--- src/rtl/riscv_mem_arbiter_if.sv ---
// riscv_mem_arbiter_if: bundles the fetch port, the data port and the
// shared memory port seen by riscv_mem_arbiter.
// slave  : arbiter side (takes requests, drives memory)
// master : environment side (pipeline fetch/MEM stages plus memory model)
interface riscv_mem_arbiter_if #(
  parameter int ADDR_WIDTH = 32
);
  // fetch port
  logic                  i_req;
  logic [ADDR_WIDTH-1:0] i_addr;
  logic                  i_stall;
  logic                  i_valid;
  logic [31:0]           i_rdata;
  // data port
  logic                  d_read;
  logic                  d_write;
  logic [ADDR_WIDTH-1:0] d_addr;
  logic [31:0]           d_wdata;
  logic                  d_stall;
  logic                  d_valid;
  logic [31:0]           d_rdata;
  // unified memory port
  logic [ADDR_WIDTH-1:0] mem_addr;
  logic                  mem_re;
  logic                  mem_we;
  logic [31:0]           mem_wdata;
  logic [31:0]           mem_rdata;

  modport slave (
    input  i_req, i_addr, d_read, d_write, d_addr, d_wdata, mem_rdata,
    output i_stall, i_valid, i_rdata, d_stall, d_valid, d_rdata,
           mem_addr, mem_re, mem_we, mem_wdata
  );

  modport master (
    output i_req, i_addr, d_read, d_write, d_addr, d_wdata, mem_rdata,
    input  i_stall, i_valid, i_rdata, d_stall, d_valid, d_rdata,
           mem_addr, mem_re, mem_we, mem_wdata
  );
endinterface

--- src/rtl/riscv_mem_arbiter.sv ---
// riscv_mem_arbiter: shares one synchronous-read memory between the fetch
// port and the load/store port. Data wins by default; the loser stalls.
// Read responses (1-cycle latency) are steered back to the issuing port.
// Optional macro MEM_ARB_FAIR_EN: after MAX_STARVE consecutive stalled fetch
// cycles, fetch wins for one cycle so it cannot starve forever.
module riscv_mem_arbiter #(
  parameter int ADDR_WIDTH = 32,
  parameter int MAX_STARVE = 4
) (
  input  logic                  clk,
  input  logic                  rst,
  riscv_mem_arbiter_if.slave    bus,
  output logic                  err,
  output logic [31:0]           cnt_igrant,
  output logic [31:0]           cnt_dgrant,
  output logic [31:0]           cnt_stall
);

  typedef enum logic [1:0] {RSP_NONE, RSP_I, RSP_D} rsp_state_t;

  rsp_state_t rsp_state;
  logic       d_req;
  logic       both_rw;
  logic       grant_i;
  logic       grant_d;
  logic       d_load;

  assign d_req   = bus.d_read | bus.d_write;
  assign both_rw = bus.d_read & bus.d_write;
  // a simultaneous read+write is executed as a store only
  assign d_load  = bus.d_read & ~bus.d_write;

`ifdef MEM_ARB_FAIR_EN
  logic [31:0] starve_cnt;
  logic        force_i;

  assign force_i = bus.i_req && (starve_cnt == 32'(MAX_STARVE));
  assign grant_d = d_req & ~force_i;
  assign grant_i = bus.i_req & ~grant_d;

  // count consecutive stalled fetch cycles; any fetch grant or idle fetch clears it
  always_ff @(posedge clk or negedge rst) begin
    if (!rst) begin
      starve_cnt <= '0;
    end else if (!bus.i_req || grant_i) begin
      starve_cnt <= '0;
    end else if (bus.i_stall) begin
      starve_cnt <= starve_cnt + 32'd1;
    end
  end
`else
  assign grant_d = d_req;
  assign grant_i = bus.i_req & ~d_req;
`endif

  // stalls are combinational but forced low while reset is asserted
  assign bus.i_stall = rst & bus.i_req & ~grant_i;
  assign bus.d_stall = rst & d_req & ~grant_d;

  // winner drives the memory port; idle cycles park the port at zero
  always_comb begin
    bus.mem_addr  = '0;
    bus.mem_re    = 1'b0;
    bus.mem_we    = 1'b0;
    bus.mem_wdata = '0;
    if (grant_d) begin
      bus.mem_addr  = bus.d_addr;
      bus.mem_re    = d_load;
      bus.mem_we    = bus.d_write;
      bus.mem_wdata = bus.d_wdata;
    end else if (grant_i) begin
      bus.mem_addr  = bus.i_addr;
      bus.mem_re    = 1'b1;
    end
  end

  // response FSM remembers who owns the read issued this cycle, with registered valids
  always_ff @(posedge clk or negedge rst) begin
    if (!rst) begin
      rsp_state   <= RSP_NONE;
      bus.i_valid <= 1'b0;
      bus.d_valid <= 1'b0;
    end else begin
      if (grant_i) begin
        rsp_state   <= RSP_I;
        bus.i_valid <= 1'b1;
        bus.d_valid <= 1'b0;
      end else if (grant_d && d_load) begin
        rsp_state   <= RSP_D;
        bus.i_valid <= 1'b0;
        bus.d_valid <= 1'b1;
      end else begin
        rsp_state   <= RSP_NONE;
        bus.i_valid <= 1'b0;
        bus.d_valid <= 1'b0;
      end
    end
  end

  // read data goes only to the owner of the response; the other port sees zero
  assign bus.i_rdata = (rsp_state == RSP_I) ? bus.mem_rdata : 32'd0;
  assign bus.d_rdata = (rsp_state == RSP_D) ? bus.mem_rdata : 32'd0;

  // sticky protocol error and wrapping performance counters
  always_ff @(posedge clk or negedge rst) begin
    if (!rst) begin
      err        <= 1'b0;
      cnt_igrant <= '0;
      cnt_dgrant <= '0;
      cnt_stall  <= '0;
    end else begin
      if (both_rw) err <= 1'b1;
      if (grant_i) cnt_igrant <= cnt_igrant + 32'd1;
      if (grant_d) cnt_dgrant <= cnt_dgrant + 32'd1;
      if (bus.i_stall || bus.d_stall) cnt_stall <= cnt_stall + 32'd1;
    end
  end

endmodule

--- src/flat_wrapper.sv ---
// flat-port wrapper written by rule: the top's interface ports become plain ports
module riscv_mem_arbiter_flat 
#(
  parameter int ADDR_WIDTH = 32,
  parameter int MAX_STARVE = 4
)
  (clk, rst, err, cnt_igrant, cnt_dgrant, cnt_stall, bus_i_req, bus_i_addr, bus_d_read, bus_d_write, bus_d_addr, bus_d_wdata, bus_mem_rdata, bus_i_stall, bus_i_valid, bus_i_rdata, bus_d_stall, bus_d_valid, bus_d_rdata, bus_mem_addr, bus_mem_re, bus_mem_we, bus_mem_wdata);
  riscv_mem_arbiter_if #(.ADDR_WIDTH(ADDR_WIDTH)) bus_i ();
  input  logic clk;
  input  logic rst;
  output logic err;
  output logic [31:0] cnt_igrant;
  output logic [31:0] cnt_dgrant;
  output logic [31:0] cnt_stall;
  input wire logic [$bits(bus_i.i_req)-1:0] bus_i_req;
  input wire logic [$bits(bus_i.i_addr)-1:0] bus_i_addr;
  input wire logic [$bits(bus_i.d_read)-1:0] bus_d_read;
  input wire logic [$bits(bus_i.d_write)-1:0] bus_d_write;
  input wire logic [$bits(bus_i.d_addr)-1:0] bus_d_addr;
  input wire logic [$bits(bus_i.d_wdata)-1:0] bus_d_wdata;
  input wire logic [$bits(bus_i.mem_rdata)-1:0] bus_mem_rdata;
  output wire logic [$bits(bus_i.i_stall)-1:0] bus_i_stall;
  output wire logic [$bits(bus_i.i_valid)-1:0] bus_i_valid;
  output wire logic [$bits(bus_i.i_rdata)-1:0] bus_i_rdata;
  output wire logic [$bits(bus_i.d_stall)-1:0] bus_d_stall;
  output wire logic [$bits(bus_i.d_valid)-1:0] bus_d_valid;
  output wire logic [$bits(bus_i.d_rdata)-1:0] bus_d_rdata;
  output wire logic [$bits(bus_i.mem_addr)-1:0] bus_mem_addr;
  output wire logic [$bits(bus_i.mem_re)-1:0] bus_mem_re;
  output wire logic [$bits(bus_i.mem_we)-1:0] bus_mem_we;
  output wire logic [$bits(bus_i.mem_wdata)-1:0] bus_mem_wdata;
  assign bus_i.i_req = bus_i_req;
  assign bus_i.i_addr = bus_i_addr;
  assign bus_i.d_read = bus_d_read;
  assign bus_i.d_write = bus_d_write;
  assign bus_i.d_addr = bus_d_addr;
  assign bus_i.d_wdata = bus_d_wdata;
  assign bus_i.mem_rdata = bus_mem_rdata;
  assign bus_i_stall = bus_i.i_stall;
  assign bus_i_valid = bus_i.i_valid;
  assign bus_i_rdata = bus_i.i_rdata;
  assign bus_d_stall = bus_i.d_stall;
  assign bus_d_valid = bus_i.d_valid;
  assign bus_d_rdata = bus_i.d_rdata;
  assign bus_mem_addr = bus_i.mem_addr;
  assign bus_mem_re = bus_i.mem_re;
  assign bus_mem_we = bus_i.mem_we;
  assign bus_mem_wdata = bus_i.mem_wdata;
  riscv_mem_arbiter #(.ADDR_WIDTH(ADDR_WIDTH), .MAX_STARVE(MAX_STARVE)) u_core (.clk(clk), .rst(rst), .bus(bus_i), .err(err), .cnt_igrant(cnt_igrant), .cnt_dgrant(cnt_dgrant), .cnt_stall(cnt_stall));
endmodule
--- config.mk ---
export PLATFORM = sky130hd
export DESIGN_NAME = riscv_mem_arbiter_flat
export DESIGN_NICKNAME = d
export VERILOG_FILES = /design/src/rtl/riscv_mem_arbiter_if.sv /design/src/rtl/riscv_mem_arbiter.sv /design/src/flat_wrapper.sv
export SDC_FILE = /design/constraint.sdc
export NUM_CORES = 1
export LEC_CHECK = 0
export CORE_AREA = 2 2 142 144
export DETAILED_ROUTE_END_ITERATION = 16
export DIE_AREA = 0 0 144 146
export DONT_BUFFER_PORTS = 1
export GPL_TIMING_DRIVEN = 0
export MAX_ROUTING_LAYER = met4
export SYNTH_ARGS = -nofsm -noshare
export SYNTH_HDL_FRONTEND = slang
export SYNTH_SLANG_ARGS = --single-unit
--- constraint.sdc ---
create_clock -name clk -period 3.7 [get_ports clk]
set_input_delay 0.555 -clock clk [delete_from_list [all_inputs] [get_ports clk]]
set_output_delay 0.555 -clock clk [all_outputs]
set_load 0.005 [all_outputs]
Word-level counts from Yosys, hierarchy flattened:

Index checks and enable logic that the tools add are counted.

* register bits: 101
* bits in latches: 0
* RAM bits: 0
* ROM bits: 0
* logic and storage cells: 37
* memories kept: 0

* add/sub/neg operators: 3
* $mul: 0
* divide/modulo/power cells: 0
* $lt $le $gt $ge: 0
* equality and inequality tests: 2
* shifts and indexed selects: 0
* mux-type cells: 12
* bitwise operators: 11
* reductions and logical operators: 2

Operators with widths (number)
* $mux 32: 5
* $add 32x1->32 const B: 3
* $and 1x1->1: 7
* $mux 1: 5
* $mux 2: 2
* $not 1->1: 3
* $eq 2x1->1 const B: 1
* $eq 2x2->1 const B: 1
* $logic_and 1x1->1: 1
* $logic_or 1x1->1: 1
* $or 1x1->1: 1

Depth between registers and ports, before layout:

* depth in word-level cells: 6
* gate-level depth with buffers: 6
* depth with buffers taken out: 5

Worst setup path before layout:

OpenSTA, ideal clock, no wires.

* kind: input to output
* start: input port bus_d_write
* end: output port bus_mem_addr[10]
* arrival: 1540 ps
* required time: 3145 ps
* setup slack: 1605 ps
* stages on the path: 6
* buffers on the path: 3
* cells stage by stage: buf_4 or2_2 clkbuf_1 clkbuf_1 nand2_1 nand2_1

* longest elaborated chain between the ends: 5

RTL lines
* from (decl): RTL line flat_wrapper.sv:18 `input wire logic [$bits(bus_i.d_write)-1:0] bus_d_write;`
* $or 1x1->1 (*): RTL line riscv_mem_arbiter.sv:28 `assign d_req = bus.d_read | bus.d_write;`
* $not 1->1: RTL line riscv_mem_arbiter.sv:53 `assign grant_i = bus.i_req & ~d_req;`
* $and 1x1->1: RTL line riscv_mem_arbiter.sv:53
* $mux 32: RTL line riscv_mem_arbiter.sv:71 `end else if (grant_i) begin`
* $mux 32 (*): RTL line riscv_mem_arbiter.sv:66 `if (grant_d) begin`
* to (decl): RTL line flat_wrapper.sv:28 `output wire logic [$bits(bus_i.mem_addr)-1:0] bus_mem_addr;`

Mark *: on every way between the ends. The rest lies on a longest branch, timed or not.

Final worst setup path:

* start: input port bus_d_write
* end: output port bus_mem_addr[23]

Same word-level chain as after synthesis.

==> impl_summary.log <==
[metrics] prevailing post-synth register cell: sky130_fd_sc_hd__dfrtp_1
[metrics] Arrival @ worst endpoint: about 2.1 ns
[metrics] Area growth, synth to finish: 11.5%
[metrics] Switching Share: 0.324
[metrics] dominant cell type by area after synthesis: sky130_fd_sc_hd__dfrtp_1
[metrics] Sum Neg Setup Slack: 0 ns
[metrics] total of max-cap violations: 0
[metrics] clock tree from TritonCTS: done
[metrics] Cell Area, Placed: between 0.005 and 0.006 mm2
[metrics] Die Outline Area: 0.0210 mm2
[metrics] peak supply drop: between 0.15 and 0.2 mV
[metrics] distinct cell type count of the synthesized netlist: 36
[metrics] proportion of netlist area held by the largest area contributor: 0.438
[metrics] switching power total: between 0.8 and 0.9 mW
[metrics] Clock H-tree levels: 3
[metrics] Net Count, Synth: between 700 and 800
[metrics] leakage: between 2 and 3 nW
[metrics] sequential share of power: 0.511
[metrics] share of power burned in the clock network: 0.350
[metrics] Layout Cells excl Fill: 900
[metrics] gpl congestion: ~1.0
[metrics] clk_skew: around 0.013 ns
[metrics] part of the Yosys area used for sequential elements: 0.438
[metrics] ranking of synthesized cells by area: sky130_fd_sc_hd__dfrtp_1, sky130_fd_sc_hd__and2_1, sky130_fd_sc_hd__xnor2_1
[metrics] fraction of synthesis flops using an asynchronous set or reset pin: 1.00
[metrics] final-report setup violation count: 0
[metrics] final clock period utilization by the worst path: 0.704
[metrics] outcome: finished clean
[metrics] synthesis warning total: 0
[metrics] post-synthesis cell area: 0.00566 mm2
[metrics] number of vias in the routed layout: roughly 4600
[metrics] largest net degree at the start of global routing: 100
[metrics] cell with the most instances after synthesis: sky130_fd_sc_hd__and2_1
[metrics] Post-CTS Repair Setup Buffers: 0
[metrics] CTS root buf: sky130_fd_sc_hd__clkbuf_16
[metrics] clock latency at the later pin of the worst-skew pair: 0.36 ns
[metrics] dpl hpwl: about 15 mm
[metrics] most used standard cells in the synthesized netlist: sky130_fd_sc_hd__and2_1, sky130_fd_sc_hd__dfrtp_1, sky130_fd_sc_hd__nand2_1, sky130_fd_sc_hd__nand3_1, sky130_fd_sc_hd__xnor2_1
[metrics] total placed cells including tap cells: 882
[metrics] fraction of final layout cells with drive strength greater than 1: 0.0536
[metrics] number of pins with negative max-slew slack in the final report: 0
[metrics] average wire per cell in the routed design: 21.7 um
[metrics] wire length of the first global-routing pass: between 20 and 30 mm
[metrics] synthesized netlist cell count: 617
[metrics] placement row count: 51
[metrics] data required time at the worst endpoint: 3.14 ns
[metrics] DRT antenna net count: 0
[metrics] endpoints failing hold: 0
[metrics] end-of-flow core utilization: 0.326
[metrics] DRC errors left: 0
[metrics] transition time of the tightest slew-check pin: ~1.2 ns
[metrics] relative max-transition margin: 0.212
[metrics] Max Clk Rate: ~0.38 GHz
[metrics] Yosys reg bits: a little under 100
[metrics] Post-Syn Area per Cell: about 9 um2
[metrics] Worst Path Class, Setup: in2out
[metrics] internal power: around 1.8 mW
[metrics] Num Clock Sinks: between 90 and 100
[metrics] post-layout power: ~2.6 mW
[metrics] wire length reported by the detailed router: 19.5 mm
[metrics] gr ovfl total: 0
[metrics] number of enable-type register cells in the synthesized netlist: 0
[metrics] hold crit path type: in2async
[metrics] via count of the first global-routing pass: approximately 4600
[metrics] total routing usage reported by global routing: 0.188
[metrics] post-DR vias/cell: just over 5
[metrics] number of buffers created by CTS: 9
[metrics] Detailed Route Iter0 Violations: roughly 280
[metrics] total non-filler cell area in the finished layout: between 0.006 and 0.007 mm2
[metrics] Worst Setup End Kind: output port
[metrics] clock slew seen by the registers of the worst setup and hold paths: 0.08 ns
[metrics] die width: approximately 140 um
[metrics] detailed-routing iteration count for the pre-antenna-repair pass: 5
[metrics] final layout net count: between 700 and 800
[metrics] CP Launch Type: input port
[metrics] Vert. Die Dim: ~150 um
[metrics] relative contribution of combinational cells to total power: 0.138
[metrics] number of antenna violations at the first check in global routing: 3
[metrics] number of primary I/O pins: between 300 and 400
[metrics] Max FO, Critical Path: 10
[metrics] time the worst path needs with I/O delays and setup: roughly 2.6 ns
[metrics] Port Buffers: 0
[metrics] Core Box Area: around 0.019 mm2
[metrics] setup repair after global routing missed its margin: no
[metrics] CTS Buffer Depth: 2
[metrics] power density of the placed cells: between 400 and 500 mW/mm2
[metrics] effective utilization at floorplan: 0.293
critical path, cell delays in order:
cell                       delay (ns)
sky130_fd_sc_hd__buf_4           0.18
sky130_fd_sc_hd__nor2_1          0.56
sky130_fd_sc_hd__clkbuf_1        0.47
sky130_fd_sc_hd__nand3_1         0.14
sky130_fd_sc_hd__nand2_1         0.13
power by group through the flow:
stage	clock [mW]	combinational, mW	sequential [mW]
floorplan	0	0.270	1.30
global route	1.01	0.423	1.37
global placement	0	0.343	1.38
CTS	0.957	0.375	1.36
finish	0.927	0.366	1.35
detailed placement	0	0.348	1.38
state kept, by name (all words and copies together) (netlist names):
signal and flops:
u_core.bus.d_valid 1, u_core.cnt_stall 32, u_core.cnt_igrant 32, u_core.cnt_dgrant 32, u_core.rsp_state 1, u_core.err 1
cells by family after synthesis:
group                      share of synthesized area
and+or+nand+nor                                0.369
DFF                                            0.438
xor gates and xnor gates                       0.144
buffers and inverters                         0.0292
AOI/OAI and AO/OA                            0.00885
adders and majority gates                    0.00663
muxes                                        0.00398
other                                       0.000663
timing repair:
item / 4_1_cts / 5_1_grt
hold endpoints to repair: 99 / 0
endpoints found under the setup margin: 0 / 0
hold buffers: 1 / 0
resized for setup: 0 / 0
routing by layer:
layer | vias up | part of all wire | GRT usage
li1 | 2099 | - | -
met1 | 2231 | 0.34 | 0.176
met2 | 265 | 0.57 | 0.369
met3 | 38 | 0.065 | 0.0378
met4 | 0 | 0.026 | 0.0667
met5 | - | 0 | -
path summary, 6_finish.rpt:
kind / cells past startpoint / endpoint / slack, ns / startpoint
hold reg to reg: 1 / u_core.cnt_stall[31]$_DFFE_PN0P_ / 0.50 / u_core.cnt_stall[31]$_DFFE_PN0P_
setup / recovery: 5 / bus_mem_addr[23] / 1.10 / bus_d_write
min in group clk: 1 / u_core.cnt_stall[31]$_DFFE_PN0P_ / 0.50 / u_core.cnt_stall[31]$_DFFE_PN0P_
max in group asynchronous: 1 / u_core.cnt_dgrant[4]$_DFFE_PN0N_ / 3.20 / rst
hold / removal: 1 / u_core.cnt_igrant[25]$_DFFE_PN0P_ / 0.12 / rst
setup reg to reg: 5 / u_core.cnt_dgrant[26]$_DFFE_PN0N_ / 1.41 / u_core.cnt_dgrant[8]$_DFFE_PN0N_
placed cells by master (no fill, tap or decap), types with 2 or more instances in the layout:
cell	n
sky130_fd_sc_hd__nand3_1	58
sky130_fd_sc_hd__mux2_2	2
sky130_fd_sc_hd__clkinv_4	3
sky130_fd_sc_hd__xnor2_1	56
sky130_fd_sc_hd__buf_4	3
sky130_fd_sc_hd__or2_2	2
sky130_fd_sc_hd__nor3_1	14
sky130_fd_sc_hd__nand2_1	99
sky130_fd_sc_hd__nor4_1	9
sky130_fd_sc_hd__and3_1	13
sky130_fd_sc_hd__nand4_1	38
sky130_fd_sc_hd__and4_1	5
sky130_fd_sc_hd__dfrtp_1	99
sky130_fd_sc_hd__nor2b_1	4
sky130_fd_sc_hd__and2_1	105
sky130_fd_sc_hd__clkbuf_1	29
sky130_fd_sc_hd__xor2_1	37
sky130_fd_sc_hd__ha_1	3
sky130_fd_sc_hd__inv_1	4
sky130_fd_sc_hd__nor4_2	4
sky130_fd_sc_hd__nor2_1	14
sky130_fd_sc_hd__buf_6	2
sky130_fd_sc_hd__or4_1	2
sky130_fd_sc_hd__clkbuf_16	9
sky130_fd_sc_hd__nand4b_1	3
per-stage QoR:
step | setup WS [ns] | hold WS [ns]
after CTS | 1.07 | 0.147
after floorplan | 1.60 | 0.259
after detailed placement | 1.07 | 0.262
final | 1.10 | 0.117
after global routing | 0.979 | 0.147
after global placement | 1.07 | 0.262
area by class of cell:
cell class | instances | area [um2]
plain buffers | 33 | 150
flip-flops and latches | 99 | 2480
inverters | 4 | 15.0
well taps | 265 | 332
repair buffers | 1 | 27.5
multi-input cells | 481 | 3020
clock buffers | 10 | 229
clock inverters | 6 | 61.3
fillers | 1980 | 13000
diodes | 1 | 2.50
Note: power is estimated with default switching activity, not from simulation.
